`config.mk`:
```
export PLATFORM = sky130hd
export DESIGN_NAME = sap_prog_loader
export DESIGN_NICKNAME = d
export VERILOG_FILES = /design/src/rtl/sap_prog_loader.sv
export SDC_FILE = /design/constraint.sdc
export NUM_CORES = 1
export LEC_CHECK = 0
export ABC_CLOCK_PERIOD_IN_PS = 4600
export BUFFER_PORTS_ARGS = -buffer_cell sky130_fd_sc_hd__buf_2
export CAP_MARGIN = 0
export CORE_UTILIZATION = 50
export DETAILED_ROUTE_END_ITERATION = 6
export GPL_TIMING_DRIVEN = 0
export PLACE_DENSITY = 0.75
export RECOVER_POWER = 50
export SLEW_MARGIN = 10
export SYNTH_ARGS = -nofsm -noshare
export SYNTH_HDL_FRONTEND = slang
export SYNTH_SLANG_ARGS = --single-unit
```
`constraint.sdc`:
```
create_clock -name clk -period 4.6 [get_ports clk]
set_clock_uncertainty 0.2 [all_clocks]
set_input_delay 0.23 -clock clk [delete_from_list [all_inputs] [get_ports clk]]
set_output_delay 0.23 -clock clk [all_outputs]
set_load 0.03 [all_outputs]
```
`src/rtl/sap_prog_loader.sv`:
```
// Purpose: writes a streamed program into the SAP-1 16x8 RAM from address 0 and pads the remainder with FILL_BYTE.
// Latency: one cycle from stream accept (or fill step) to the registered RAM write; done rises the cycle after the last write.
// Backpressure: in_ready is high only in LOAD; bytes offered in any other state are held by the source, never dropped.
module sap_prog_loader #(
    parameter int                ADDR_W    = 4,
    parameter int                DATA_W    = 8,
    parameter int                DEPTH     = 16,
    parameter logic [DATA_W-1:0] FILL_BYTE = 8'hF0
) (
    input  logic              clk,
    input  logic              clr,
    input  logic              start,
    input  logic              in_valid,
    input  logic [DATA_W-1:0] in_data,
    input  logic              in_last,
    output logic              in_ready,
    output logic              ram_we,
    output logic [ADDR_W-1:0] ram_addr,
    output logic [DATA_W-1:0] ram_wdata,
    output logic              cpu_clr,
    output logic              busy,
    output logic              done
);

    typedef enum logic [1:0] {
        S_IDLE = 2'd0,
        S_LOAD = 2'd1,
        S_FILL = 2'd2,
        S_DONE = 2'd3
    } state_t;

    localparam logic [ADDR_W-1:0] LAST_ADDR = ADDR_W'(DEPTH - 1);
    localparam logic [ADDR_W-1:0] ONE       = {{(ADDR_W-1){1'b0}}, 1'b1};

    state_t              state_q, state_d;
    logic [ADDR_W-1:0]   wptr_q, wptr_d;
    logic                ram_we_q, ram_we_d;
    logic [ADDR_W-1:0]   ram_addr_q, ram_addr_d;
    logic [DATA_W-1:0]   ram_wdata_q, ram_wdata_d;
    logic                in_ready_q, in_ready_d;
    logic                busy_q, busy_d;
    logic                done_q, done_d;
    logic                cpu_clr_q, cpu_clr_d;

    // Next-state, write-pointer and registered-output computation.
    always_comb begin
        state_d     = state_q;
        wptr_d      = wptr_q;
        ram_we_d    = 1'b0;
        ram_addr_d  = ram_addr_q;
        ram_wdata_d = ram_wdata_q;
        case (state_q)
            S_IDLE: begin
                if (start) begin
                    state_d = S_LOAD;
                    wptr_d  = '0;
                end
            end
            S_LOAD: begin
                // in_ready_q is high throughout LOAD, so this is the handshake.
                if (in_valid && in_ready_q) begin
                    ram_we_d    = 1'b1;
                    ram_addr_d  = wptr_q;
                    ram_wdata_d = in_data;
                    wptr_d      = wptr_q + ONE;
                    // The last location ends the load even if in_last is low.
                    if (wptr_q == LAST_ADDR) begin
                        state_d = S_DONE;
                        wptr_d  = '0;
                    end else if (in_last) begin
                        state_d = S_FILL;
                    end
                end
            end
            S_FILL: begin
                ram_we_d    = 1'b1;
                ram_addr_d  = wptr_q;
                ram_wdata_d = FILL_BYTE;
                wptr_d      = wptr_q + ONE;
                if (wptr_q == LAST_ADDR) begin
                    state_d = S_DONE;
                    wptr_d  = '0;
                end
            end
            S_DONE: begin
                if (start) begin
                    state_d = S_LOAD;
                    wptr_d  = '0;
                end
            end
            default: state_d = S_IDLE;
        endcase
        in_ready_d = (state_d == S_LOAD);
        busy_d     = (state_d == S_LOAD) || (state_d == S_FILL);
        // Release the CPU only after the final write has been presented to the RAM.
        done_d     = (state_d == S_DONE) && (state_q == S_DONE);
        cpu_clr_d  = !done_d;
    end

    // State and output registers with synchronous clear.
    always_ff @(posedge clk) begin
        if (clr) begin
            state_q     <= S_IDLE;
            wptr_q      <= '0;
            ram_we_q    <= 1'b0;
            ram_addr_q  <= '0;
            ram_wdata_q <= '0;
            in_ready_q  <= 1'b0;
            busy_q      <= 1'b0;
            done_q      <= 1'b0;
            cpu_clr_q   <= 1'b1;
        end else begin
            state_q     <= state_d;
            wptr_q      <= wptr_d;
            ram_we_q    <= ram_we_d;
            ram_addr_q  <= ram_addr_d;
            ram_wdata_q <= ram_wdata_d;
            in_ready_q  <= in_ready_d;
            busy_q      <= busy_d;
            done_q      <= done_d;
            cpu_clr_q   <= cpu_clr_d;
        end
    end

    assign in_ready  = in_ready_q;
    assign ram_we    = ram_we_q;
    assign ram_addr  = ram_addr_q;
    assign ram_wdata = ram_wdata_q;
    assign busy      = busy_q;
    assign done      = done_q;
    assign cpu_clr   = cpu_clr_q;

endmodule

```
==> out/metrics.cfg <==
[setup_path]
crit_fanout = 7
rr_worst_depth = 7
critPathTopFamily = adder cells
timing.critical_path.buf_inv = 1
crit_path_cell_trace = inv_1 -> ha_1 -> nor2b_1 -> a211o_1 -> and2_1 -> ha_1 -> nor2b_1
cp-start-kind = register
critPathSlowestCell = dfxtp_1
cp-end-kind = register
worst-path-stages = 7
required_ns = 4.61
cp_data_arrival_time_ns = 2.25
cpPeakStageDelay_ns = 0.45
crit_type = register to register

[power_and_ir_drop]
powerDensity_mw_per_mm2 = 527.0
leakagePower_nw = 0.5306
p_sw_frac = 0.4156
finalPower_mw = 0.6917
p_clk_frac = 0.130
peakVddDrop_mv = 0.3960
combPwrFrac = 0.483
seqPwrFrac = 0.386
p_switching_mw = 0.2875
power.internal_mw = 0.4042

[synth]
yosys_register_bits = 23
synthCells = 112
synth-edff-count = 0
avgSynthCellArea_um2 = 9.317
syn_nets = 132
synth_seq_area_share = 0.4412
ys_types = 31
ys_warn_count = 0
syn_area_mm2 = 0.001044
synthFlopType = dfxtp_1
async_reset_ff_frac = 0

[clock_tree]
clkTransAtPathRegs_ns = 0.12
ctsResizeCount = 0
cts_setup_buffers = 0
hold_buffers = 8
cts_buffers = 3
htree_levels = 1
insertion_delay_ns = 0.30
clockBufferDepth = 2
clock_sinks = 23
cts_tree = yes
root_buffer = clkbuf_4

[timing]
rsz0062_at_grt = false
hold_violations = 0
min_period_over_period = 0.4877
period_needed_ns = 2.243
tns_ns = 0
drv_slew = 0
fmaxAchievable_mhz = 445.8
relSlewSlack = 0.7197
tightest_slew_ns = 0.4205
report.final.setup_viol = 0

[global_route]
antenna_found_initial = 0
overflow = 0
track_usage = 0.2116
grt_max_degree = 13
grt_pass1_wl_mm = 3.394
grt_pass1_vias = 857

[floorplanning]
die-area_mm2 = 0.002274
die_x_um = 47.69
placeableCoreArea_mm2 = 0.001962
start_util = 0.5319
num_io_pins = 30
die_h_um = 47.69
num_rows = 16

[hold_path]
hp-class = input port to register
holdPathStages = 4

[routing]
ant_nets = 0
drt_wl_total_mm = 2.501
num_vias = 998
drc_errors = 0
post_drt_via_cell_ratio = 5.544
dr.pass1.iters = 4
drt-wirelength-per-cell_um = 13.89
drtIter0Drc = 14

[status]
outcome = complete, no violations

[final_layout]
fin_util = 0.6690
final_cell_mix = dfxtp_1 (23), clkbuf_1 (19), buf_2 (14)
area_growth_syn_to_layout_pct = 25.78
layout_commonest_cell = dfxtp_1
nets = 174
multiInputGateArea_um2 = 545.5
drive_gt1_frac = 0.1242
fillers = 172
regArea_um2 = 460.4
diodes = 0

[placement]
hpwl_mm = 1.665
gp_congestion = 0.8559
portBuffers = 28

[job]
maxCapViolCount = 0

## power groups by stage
stage / Sequential (mW) / Clock [mW] / Combinational (mW)
floorplan: 0.312 / 0 / 0.209
CTS: 0.265 / 0.0925 / 0.341
detailed placement: 0.270 / 0 / 0.334
finish: 0.267 / 0.0902 / 0.334
global route: 0.272 / 0.104 / 0.370
global placement: 0.268 / 0 / 0.320
## stage by stage
stage / hold WS [ns] / cell area (um2) / worst slack, ns / cells
floorplan: 0.1016 / 1044 / 2.511 / 112
global route: 0.1702 / 1313 / 2.255 / 180
finish: 0.1462 / 1313 / 2.357 / 180
global placement: 0.2490 / 1217 / 2.398 / 167
CTS: 0.002413 / 1324 / 2.348 / 179
detailed placement: 0.2547 / 1217 / 2.360 / 167
## registers in the layout, summed over array words and instances, names as in the netlist
name       cells
wptr_q         4
in_ready       1
ram_we         1
busy           1
ram_addr       4
cpu_clr        1
done           1
state_q        2
ram_wdata      8
## routing by layer
metal | track usage | vias to the layer above | share of wire
met5 | 0 | - | 0
met4 | 0.08889 | 0 | 0.0052
met3 | 0.03019 | 2 | 0.039
met2 | 0.3892 | 28 | 0.50
met1 | 0.2414 | 468 | 0.46
li1 | - | 500 | -
## cell usage after synthesis (3+ instances only)
master | number | area share
dfxtp_1 | 23 | 0.44
a21oi_1 | 8 | 0.038
ha_1 | 7 | 0.084
nand3_1 | 7 | 0.034
nor2_1 | 7 | 0.025
o21ai_0 | 7 | 0.034
a32oi_1 | 5 | 0.042
inv_1 | 5 | 0.018
nand2_1 | 5 | 0.018
nor2b_1 | 5 | 0.030
o221a_1 | 4 | 0.043
buf_2 | 3 | 0.014
o211ai_1 | 3 | 0.022
## cell families after synthesis
logic type               after synthesis  synth area share
flip-flops                            23            0.4412
AND/OR/NAND/NOR                       37            0.1955
AO/OA/AOI/OAI                         36            0.2434
buffers and inverters                  9           0.03597
adder cells (fa/ha/maj)                7           0.08393
## final cells by class
cell class | count | area share
inverters | 5 | 0.01430
clock buffers | 4 | 0.02002
plain buffers | 4 | 0.01430
multi-input cells | 80 | 0.4156
well taps | 27 | 0.02574
repair buffers | 37 | 0.1592
flip-flops and latches | 23 | 0.3508
## worst paths after layout
path | slack, ns | startpoint | to
setup / recovery | 2.36 | state_q[0]$_SDFF_PP0_ | busy$_SDFF_PP0_
hold / removal | 0.15 | start | wptr_q[1]$_SDFFE_PP0P_
setup reg to reg | 2.36 | state_q[0]$_SDFF_PP0_ | busy$_SDFF_PP0_
hold reg to reg | 0.27 | ram_addr[3]$_SDFFE_PP0P_ | ram_addr[3]$_SDFFE_PP0P_
## worst min-delay path, cell delays in order
cell and delay (ns):
buf_2 0.09, nor2b_1 0.07, o21ai_0 0.17, a21oi_1 0.06
(Power assumes the default switching activity.)
